[src/rtl/boot_pkg.sv]
// Shared types for the boot sequencer: FSM state encoding and channel-index sizing.
package boot_pkg;

  typedef enum logic [2:0] {
    IDLE,
    LOAD,
    HOLD,
    RUN,
    DONE
  } state_e;

  // One spare code above N_CH-1 so an out-of-range channel can actually be presented.
  function automatic int unsigned ch_idx_w(input int unsigned n_ch);
    return $clog2(n_ch + 1);
  endfunction

  localparam int unsigned N_CH_DEF = 2;
  localparam int unsigned CH_W     = ch_idx_w(N_CH_DEF);

endpackage

[src/rtl/boot_wdog.sv]
// Loadable saturating counter (up or down) with a terminal-count compare against term_i.
module boot_wdog #(
  parameter int unsigned W  = 8,
  parameter bit          UP = 1'b0
) (
  input  logic         clk_i,
  input  logic         rst_ni,
  input  logic         load_i,
  input  logic [W-1:0] load_val_i,
  input  logic         en_i,
  input  logic [W-1:0] term_i,
  output logic [W-1:0] cnt_o,
  output logic         tc_o
);

  logic [W-1:0] cnt_q, cnt_d;

  always_comb begin
    cnt_d = cnt_q;
    if (load_i) begin
      cnt_d = load_val_i;
    end else if (en_i) begin
      if (UP) begin
        if (cnt_q != '1) cnt_d = cnt_q + W'(1);
      end else begin
        if (cnt_q != '0) cnt_d = cnt_q - W'(1);
      end
    end
  end

  always_ff @(posedge clk_i or negedge rst_ni) begin
    if (!rst_ni) cnt_q <= '0;
    else         cnt_q <= cnt_d;
  end

  assign cnt_o = cnt_q;
  assign tc_o  = (cnt_q == term_i);

endmodule

[src/rtl/boot_sequencer.sv]
// Boot/run controller: streams an image into N_CH memory ports, holds the core in reset,
// then runs it under a watchdog. Define BOOT_SEQ_CHECKSUM_EN to add the csum_o output.
module boot_sequencer
  import boot_pkg::*;
#(
  parameter int unsigned DATA_W   = 32,
  parameter int unsigned ADDR_W   = 10,
  parameter int unsigned N_CH     = N_CH_DEF,
  parameter int unsigned RST_HOLD = 4,
  parameter int unsigned TMO_W    = 24,
  parameter int unsigned TIMEOUT  = 5000
) (
  input  logic                        clk_i,
  input  logic                        rst_ni,
  input  logic                        start_i,
  input  logic                        src_valid_i,
  output logic                        src_ready_o,
  input  logic [ch_idx_w(N_CH)-1:0]   src_ch_i,
  input  logic [ADDR_W-1:0]           src_addr_i,
  input  logic [DATA_W-1:0]           src_data_i,
  input  logic                        src_last_i,
  output logic [N_CH-1:0]             wr_en_o,
  output logic [ADDR_W-1:0]           wr_addr_o,
  output logic [DATA_W-1:0]           wr_data_o,
  output logic                        cpu_rst_o,
  input  logic                        halt_i,
  output logic                        busy_o,
  output logic                        done_o,
  output logic                        timeout_o,
  output logic                        ch_err_o,
  output logic [TMO_W-1:0]            run_cycles_o
`ifdef BOOT_SEQ_CHECKSUM_EN
  ,
  output logic [DATA_W-1:0]           csum_o
`endif
);

  localparam int unsigned HOLD_W = $clog2(RST_HOLD + 1);

  state_e            state_q, state_d;
  logic              done_q, done_d, tmo_q, tmo_d, ch_err_q, ch_err_d;
  logic [N_CH-1:0]   wr_en_q, wr_en_d, ch_hit;
  logic [ADDR_W-1:0] wr_addr_q;
  logic [DATA_W-1:0] wr_data_q;
  logic              accept, ch_ok, start_go, hold_load, hold_tc, run_tc;
  logic [HOLD_W-1:0] hold_cnt;

  assign accept = (state_q == LOAD) && src_valid_i;
  assign ch_ok  = 32'(src_ch_i) < N_CH;

  for (genvar gi = 0; gi < N_CH; gi++) begin : g_ch_hit
    assign ch_hit[gi] = (32'(src_ch_i) == 32'(gi));
  end

  // Out-of-range beats are still consumed, just never strobed.
  assign wr_en_d = (accept && ch_ok) ? ch_hit : '0;

  always_comb begin
    state_d     = state_q;
    src_ready_o = 1'b0;
    cpu_rst_o   = 1'b1;
    start_go    = 1'b0;
    hold_load   = 1'b0;
    done_d      = done_q;
    tmo_d       = tmo_q;
    ch_err_d    = ch_err_q;
    unique case (state_q)
      IDLE, DONE: begin
        if (start_i) begin
          state_d  = LOAD;
          start_go = 1'b1;
          done_d   = 1'b0;
          tmo_d    = 1'b0;
          ch_err_d = 1'b0;
        end
      end
      LOAD: begin
        src_ready_o = 1'b1;
        if (src_valid_i) begin
          if (!ch_ok) ch_err_d = 1'b1;
          if (src_last_i) begin
            state_d   = HOLD;
            hold_load = 1'b1;
          end
        end
      end
      HOLD: begin
        if (hold_tc) state_d = RUN;
      end
      RUN: begin
        cpu_rst_o = 1'b0;
        // Halt has priority over a watchdog expiry in the same cycle.
        if (halt_i) begin
          state_d = DONE;
          done_d  = 1'b1;
        end else if (run_tc) begin
          state_d = DONE;
          done_d  = 1'b1;
          tmo_d   = 1'b1;
        end
      end
      default: state_d = IDLE;
    endcase
  end

  always_ff @(posedge clk_i or negedge rst_ni) begin
    if (!rst_ni) begin
      state_q   <= IDLE;
      done_q    <= 1'b0;
      tmo_q     <= 1'b0;
      ch_err_q  <= 1'b0;
      wr_en_q   <= '0;
      wr_addr_q <= '0;
      wr_data_q <= '0;
    end else begin
      state_q  <= state_d;
      done_q   <= done_d;
      tmo_q    <= tmo_d;
      ch_err_q <= ch_err_d;
      wr_en_q  <= wr_en_d;
      if (accept) begin
        wr_addr_q <= src_addr_i;
        wr_data_q <= src_data_i;
      end
    end
  end

  boot_wdog #(.W(HOLD_W), .UP(1'b0)) u_hold (
    .clk_i      (clk_i),
    .rst_ni     (rst_ni),
    .load_i     (hold_load),
    .load_val_i (HOLD_W'(RST_HOLD - 1)),
    .en_i       ((state_q == HOLD) && (hold_cnt != '0)),
    .term_i     ('0),
    .cnt_o      (hold_cnt),
    .tc_o       (hold_tc)
  );

  // Counts every RUN cycle, including the terminating one.
  boot_wdog #(.W(TMO_W), .UP(1'b1)) u_run (
    .clk_i      (clk_i),
    .rst_ni     (rst_ni),
    .load_i     (start_go),
    .load_val_i ('0),
    .en_i       (state_q == RUN),
    .term_i     (TMO_W'(TIMEOUT - 1)),
    .cnt_o      (run_cycles_o),
    .tc_o       (run_tc)
  );

`ifdef BOOT_SEQ_CHECKSUM_EN
  logic [DATA_W-1:0] csum_q;

  always_ff @(posedge clk_i or negedge rst_ni) begin
    if (!rst_ni)              csum_q <= '0;
    else if (start_go)        csum_q <= '0;
    else if (accept && ch_ok) csum_q <= csum_q + src_data_i;
  end

  assign csum_o = csum_q;
`endif

  assign wr_en_o   = wr_en_q;
  assign wr_addr_o = wr_addr_q;
  assign wr_data_o = wr_data_q;
  assign busy_o    = (state_q != IDLE) && (state_q != DONE);
  assign done_o    = done_q;
  assign timeout_o = tmo_q;
  assign ch_err_o  = ch_err_q;

endmodule

[config.mk]
export PLATFORM = sky130hd
export DESIGN_NAME = boot_sequencer
export DESIGN_NICKNAME = d
export VERILOG_FILES = /design/src/rtl/boot_pkg.sv /design/src/rtl/boot_wdog.sv /design/src/rtl/boot_sequencer.sv
export SDC_FILE = /design/constraint.sdc
export NUM_CORES = 1
export LEC_CHECK = 0
export ABC_AREA = 1
export CORE_MARGIN = 5
export CORE_UTILIZATION = 28
export DETAILED_ROUTE_END_ITERATION = 10
export GPL_TIMING_DRIVEN = 0
export SLEW_MARGIN = 40
export SYNTH_ARGS = -nofsm -noshare
export SYNTH_HDL_FRONTEND = slang
export SYNTH_HIERARCHICAL = 1
export SYNTH_SLANG_ARGS = --single-unit
[constraint.sdc]
create_clock -name clk_i -period 2.98 [get_ports clk_i]
set_clock_uncertainty 0.15 [all_clocks]
set_input_delay 0.298 -clock clk_i [delete_from_list [all_inputs] [get_ports clk_i]]
set_output_delay 0.298 -clock clk_i [all_outputs]
set_load 0.03 [all_outputs]
== After elaboration in Yosys (flattened, before gate mapping) ==
Index checks and enable logic that the tools add are counted.

* Register bits after elaboration: 77
* Bits of input ports: 50
* Output and inout port bits: 74
* Logic and storage cells: 80

* $add $sub $neg: 2
* Magnitude comparators: 1
* Equality and inequality tests: 16
* Mux-type cells: 30
* Reduce and logical (&&, ||, !) cells: 22

{| class="wikitable"
|+ Operators by type and width
! cell !! number
|-
| $mux 24 || 3
|-
| $mux 3 || 9
|-
| $add 24x1->24 const B || 1
|-
| $eq 24x13->1 const B || 1
|-
| $ne 24x24->1 const B || 1
|-
| $ne 2x2->1 const B || 7
|-
| $mux 1 || 13
|-
| $pmux 3 s4 || 1
|-
| $reduce_bool 2->1 || 6
|-
| $reduce_and 4->1 || 2
|-
| $eq 3x2->1 const B || 2
|-
| $logic_not 3->1 || 2
|-
| $ne 3x3->1 const B || 2
|-
| $pmux 1 s2 || 3
|-
| $reduce_bool 3->1 || 2
|-
| $reduce_and 5->1 || 1
|-
| $logic_and 1x1->1 || 4
|-
| $reduce_and 2->1 || 2
|-
| $eq 3x1->1 const B || 1
|-
| $eq 3x3->1 const B || 1
|-
| $reduce_and 3->1 || 1
|-
| $sub 3x1->3 const B || 1
|-
| $eq 2x1->1 const B || 1
|-
| $logic_not 2->1 || 1
|-
| other kinds (3) || 3
|}

== Logic depth before layout (Yosys ltp) ==
* Word-level depth: 5
* Depth in mapped cells: 12
* Mapped depth without buffers: 12

== Cells and area by module ==
The synthesis kept the hierarchy.

{| class="wikitable"
|+ Modules (own cells, without submodules)
! module !! times used !! cells an instance !! area each (µm²) !! seq. area each (µm²)
|-
| boot_wdog at u_run || 1 || 350 || 2184.6 || 600.6
|-
| boot_sequencer || 1 || 248 || 2140.8 || 1251.2
|-
| boot_wdog at u_hold || 1 || 34 || 244.0 || 75.1
|}

== Least setup slack after synthesis ==
No wires, ideal clock.

* Path kind: reg-to-reg
* From: register u_run.cnt_q[1] (netlist: u_run/cnt_o[1])
* To: register u_run.cnt_q[0] (netlist: u_run/cnt_o[0])
* Setup time: 0.119 ns
* Arrival time: 1.696 ns
* Data required time: 2.711 ns
* Setup slack: 1.015 ns
* Cell stages (with the launch flop): 12
* Path buffers: 1
* Clock period less this slack: 1.965 ns
* Cells stage by stage: dfrtp_1 ha_1 nand2_2 nor2_4 nand2_2 clkinv_2 nand4_2 nand2_4 inv_2 buf_6 nand2_2 o21ai_2

* Cells in the longest elaborated chain, start to end: 3

{| class="wikitable"
|+ Ends and longest elaborated chain
! element !! RTL line !! source
|-
| from (decl) || boot_wdog.sv:16 || <nowiki>logic [W-1:0] cnt_q, cnt_d;</nowiki>
|-
| from (signal assigned) || boot_wdog.sv:33 || <nowiki>else cnt_q <= cnt_d;</nowiki>
|-
| $ne 24x24->1 || boot_wdog.sv:24 || <nowiki>if (cnt_q != '1) cnt_d = cnt_q + W'(1);</nowiki>
|-
| $reduce_bool 2->1 (no line) || -- ||
|-
| $reduce_and 2->1 (no line) || -- ||
|}

Every way passes these cells.
A chain may end at the register's enable or synchronous reset.

== Final worst setup path ==
* From: register state_q[2]
* To: output port src_ready_o

* Cells in the longest elaborated chain, start to end: 2

{| class="wikitable"
|+ Ends and longest elaborated chain
! element !! RTL line !! source
|-
| from (decl) || boot_sequencer.sv:40 || <nowiki>state_e state_q, state_d;</nowiki>
|-
| from (signal assigned) || boot_sequencer.sv:116 || <nowiki>state_q <= state_d;</nowiki>
|-
| $eq 3x1->1 || boot_sequencer.sv:67 || <nowiki>unique case (state_q)</nowiki>
|-
| $mux 1 || boot_sequencer.sv:67 ||
|-
| to (decl) || boot_sequencer.sv:17 || <nowiki>output logic src_ready_o,</nowiki>
|}

Every way passes these cells.

==> flow_results.org <==
** Outcome
- Run status :: finished, final reports clean

** Floorplan
- The die covers 19000 um2.
- The core region is 15900 um2.
- The die is 138 um wide.
- Number of placement rows :: 46
- In this run the vertical extent of the chip is 138 um.
- Once the floorplan was initialized, standard cells occupied 28.7% of the core.
- I/O pin total :: 124

** Placed design
- The congestion estimate from routability-driven global placement came to 0.816.
- Placed Cells :: 1026
- Once detailed placement completed, the half-perimeter wirelength came to 9.72 mm.
- Count of input and output buffers :: 122

** Routing
- Post-detailed-routing wire length :: 13.0 mm
- For this run, the detailed router's first-pass iteration total came to 4.
- DRC violations left :: 0
- Antenna-violating nets left :: 0
- Via count of the routed design :: 4396
- Wirelength per Cell :: 12.5 um
- Ratio of routed vias to standard cells :: 4.21
- The first routing iteration left 241 violations.

** Layout
- Inserted Diodes :: 0
- The library cell used most frequently in the layout, excluding fill and tap cells, is sky130_fd_sc_hd__nand2_1.
- The finished layout holds 1043 standard cells, fillers aside.
- Ratio of cells with drive above 1 in the final layout :: 9.55%
- Net total in the final layout :: 875
- The area growth from synthesis to layout is 44.2%.
- Top library cells by usage in the layout, fill and taps aside :: sky130_fd_sc_hd__nand2_1, sky130_fd_sc_hd__clkdlybuf4s50_1, sky130_fd_sc_hd__dfrtp_1

** Yosys
- The cell area that synthesis handed to floorplanning was 4570 um2.
- The synthesized netlist contains 35 unique library cells.
- Dividing the synthesized area by the synthesized cell count gives 7.23 um2.
- Sequential area share after synthesis :: 42.2%
- Ys Warns :: 6
- Counting every instance in the synthesized netlist gives 632.
- After synthesis the netlist holds a flip-flop and latch count of 77.

** Pwr
- Leakage component of the power :: 0.00319 uW
- P per Cell Area :: 1010 nW/um2
- VDD IR max :: 0.000496 V

** Min path
- The startpoint identified for the worst hold timing path is src_valid_i.
- Kind of path behind the tightest hold check :: primary input to register

** Worst setup path
- The worst register-to-register path begins at state_q[1].
- Data arrival time of the worst path :: 2.09 ns
- Tracing the worst setup path back leads to its startpoint at state_q[2].
- Crit path launch type :: register
- At the worst endpoint, the required time is 2.53 ns.
- Worst setup path category :: register to output pin
- Endpoint class of the critical path :: output pin
- Crit path max fanout :: 10

** Timing
- At the pin with the least slew margin, the transition time is 0.543 ns.
- Unrepaired setup endpoints after global routing :: false
- Share of the clock period used by the worst path :: 85.0%
- For this run, the top clock speed supported by timing is 395 MHz.
- Number of endpoints failing setup at the final stage :: 0
- The number of endpoints with negative hold slack in the final report is 0.
- The total count of max-transition violations in the final report is 0.
- Final critical path time including I/O delays and setup :: 2.53 ns
- Final Hold Slack :: 0.150 ns
- Measured against its own limit, the worst slew margin works out to 63.5%.

** Global route
- Met1 usage in global routing :: 18.5%
- Total global-route track usage :: 14.5%
- For this run, global-route usage on met3 was measured as 4.42%.
- Antenna violations before repair :: 0
- For this run, global-route usage on met2 was measured as 23.6%.
- The number of global-route vias before repair came to 4274.
- Entering global routing, the biggest net connects 43 pins.
- Global routing finished with a remaining overflow of 0.
- The first global-routing pass estimated 21.4 mm of wire.
- The global routing stage identified its most utilized layer as met2.

** Clock network
- No sink is reached through more buffers than the 2 on the longest clock path.
- After clock tree synthesis, the clock-pin slew on the worst setup and hold paths is 0.07 ns.
- TritonCTS built the clock tree.
- The number of setup buffers added after CTS is 0.
- In this run the number of H-tree levels came out at 3.
- Library cell used as clock root buffer :: sky130_fd_sc_hd__clkbuf_16
- Buffers inserted during clock tree synthesis total 9.
- CTS saw 77 sinks.
- The clock reaches the later pin of the worst-skew pair after 0.35 ns.
- The number of gates resized after CTS was 0.

** Run
- Count of max-cap constraint violations :: 0
[where the power goes]
group	internal [uW]	switching [uW]	total [uW]
clock network	572	478	1050
logic	1480	2220	3710
registers	1480	386	1870
[repair_timing]
item / 4_1_cts / 5_1_grt
hold buffers: 1 / 0
hold endpoints to repair: 35 / 0
endpoints found under the setup margin: 0 / 0
[path summary, 6_finish.rpt]
path / end / cells past startpoint / slack [ns]
max: src_ready_o / 5 / 0.45
min: wr_data_o[0] / 3 / 0.15
max reg2reg: u_run/cnt_o[13] / 10 / 0.63
min reg2reg: wr_data_o[26] / 2 / 0.32
max in group asynchronous: wr_addr_o[1] / 3 / 1.85
min in group asynchronous: u_run/cnt_o[11] / 2 / 0.27
[routing by layer]
layer	routed length [um]	vias up
met1	5850	1985
met3	720	12
met2	6310	88
li1	-	2311
met5	0	-
met4	172	0
[cells in the mapped netlist]
cell type,count,share of area (%)
sky130_fd_sc_hd__nand2_1,261,21
sky130_fd_sc_hd__dfrtp_1,77,42
sky130_fd_sc_hd__nand3_1,74,8.1
sky130_fd_sc_hd__nor2_1,39,3.2
sky130_fd_sc_hd__inv_1,38,3.1
sky130_fd_sc_hd__xnor2_1,19,3.6
sky130_fd_sc_hd__nand2_2,13,1.8
sky130_fd_sc_hd__o21ai_0,12,1.3
sky130_fd_sc_hd__buf_2,9,0.99
sky130_fd_sc_hd__inv_2,8,0.66
sky130_fd_sc_hd__buf_6,7,1.7
sky130_fd_sc_hd__clkbuf_1,7,0.58
sky130_fd_sc_hd__o21ai_2,7,1.3
sky130_fd_sc_hd__o21bai_1,7,1.2
sky130_fd_sc_hd__nand4_1,6,0.82
sky130_fd_sc_hd__xor2_1,6,1.2
sky130_fd_sc_hd__o21ai_1,5,0.55
sky130_fd_sc_hd__a21oi_1,4,0.44
sky130_fd_sc_hd__or2_2,4,0.55
sky130_fd_sc_hd__buf_4,3,0.49
sky130_fd_sc_hd__ha_1,3,0.82
sky130_fd_sc_hd__nor2_4,3,0.74
sky130_fd_sc_hd__nor3_1,3,0.33
sky130_fd_sc_hd__conb_1,2,0.16
sky130_fd_sc_hd__nand2_4,2,0.49
sky130_fd_sc_hd__nand3b_1,2,0.33
sky130_fd_sc_hd__nor2_2,2,0.27
sky130_fd_sc_hd__nor4_1,2,0.27
sky130_fd_sc_hd__a31oi_1,1,0.14
sky130_fd_sc_hd__buf_1,1,0.082
sky130_fd_sc_hd__clkinv_2,1,0.11
sky130_fd_sc_hd__mux2i_1,1,0.22
sky130_fd_sc_hd__nand4_2,1,0.27
sky130_fd_sc_hd__nor3_4,1,0.36
sky130_fd_sc_hd__o2111ai_1,1,0.19
[worst max-delay path, cell delays in order, from the launching register on]
cell and delay (ns):
sky130_fd_sc_hd__dfrtp_1 0.36, sky130_fd_sc_hd__buf_4 0.17, sky130_fd_sc_hd__nor3_4 0.22, sky130_fd_sc_hd__buf_6 0.17, sky130_fd_sc_hd__buf_6 0.15, sky130_fd_sc_hd__clkdlybuf4s50_1 0.67
[area by class of cell]
cell class / count / area [um2]
inverter: 47 / 178
clock buffer: 10 / 229
sequential: 77 / 1930
buffer: 27 / 176
fill: 1664 / 9350
timing repair buffer: 124 / 1260
clock inverter: 6 / 47.5
multi-input combinational: 536 / 2500
tap: 216 / 270
[through the flow]
stage                     worst slack, ns  cell area, um2  power [uW]  TNS (ns)  utilization (%)
final                               0.446            6590        6630         0             41.3
after global routing                0.349            6590        7160         0             41.3
after floorplan                      1.01            4780        4250         0                -
after global placement              -1.67            6270        5610   -128.08             39.3
after detailed placement            0.607            6300        5640         0             39.5
after CTS                           0.404            6580        6720         0             41.3
[cell families after synthesis]
family,synth area share [%]
muxes,0.219
other,0.164
buffers and inverters,7.75
AOI/OAI and AO/OA,5.12
DFF,42.2
adders and majority gates,0.822
xor gates and xnor gates,4.79
and+or+nand+nor,39.0
[registers in the layout, summed over array words and instances, names as in the netlist]
name	count
timeout_o	1
wr_addr_o	10
wr_en_o	2
u_hold/cnt_o	3
state_q	3
wr_data_o	32
u_run/cnt_o	24
done_o	1
ch_err_o	1
Note: power is estimated with default switching activity, not from simulation.
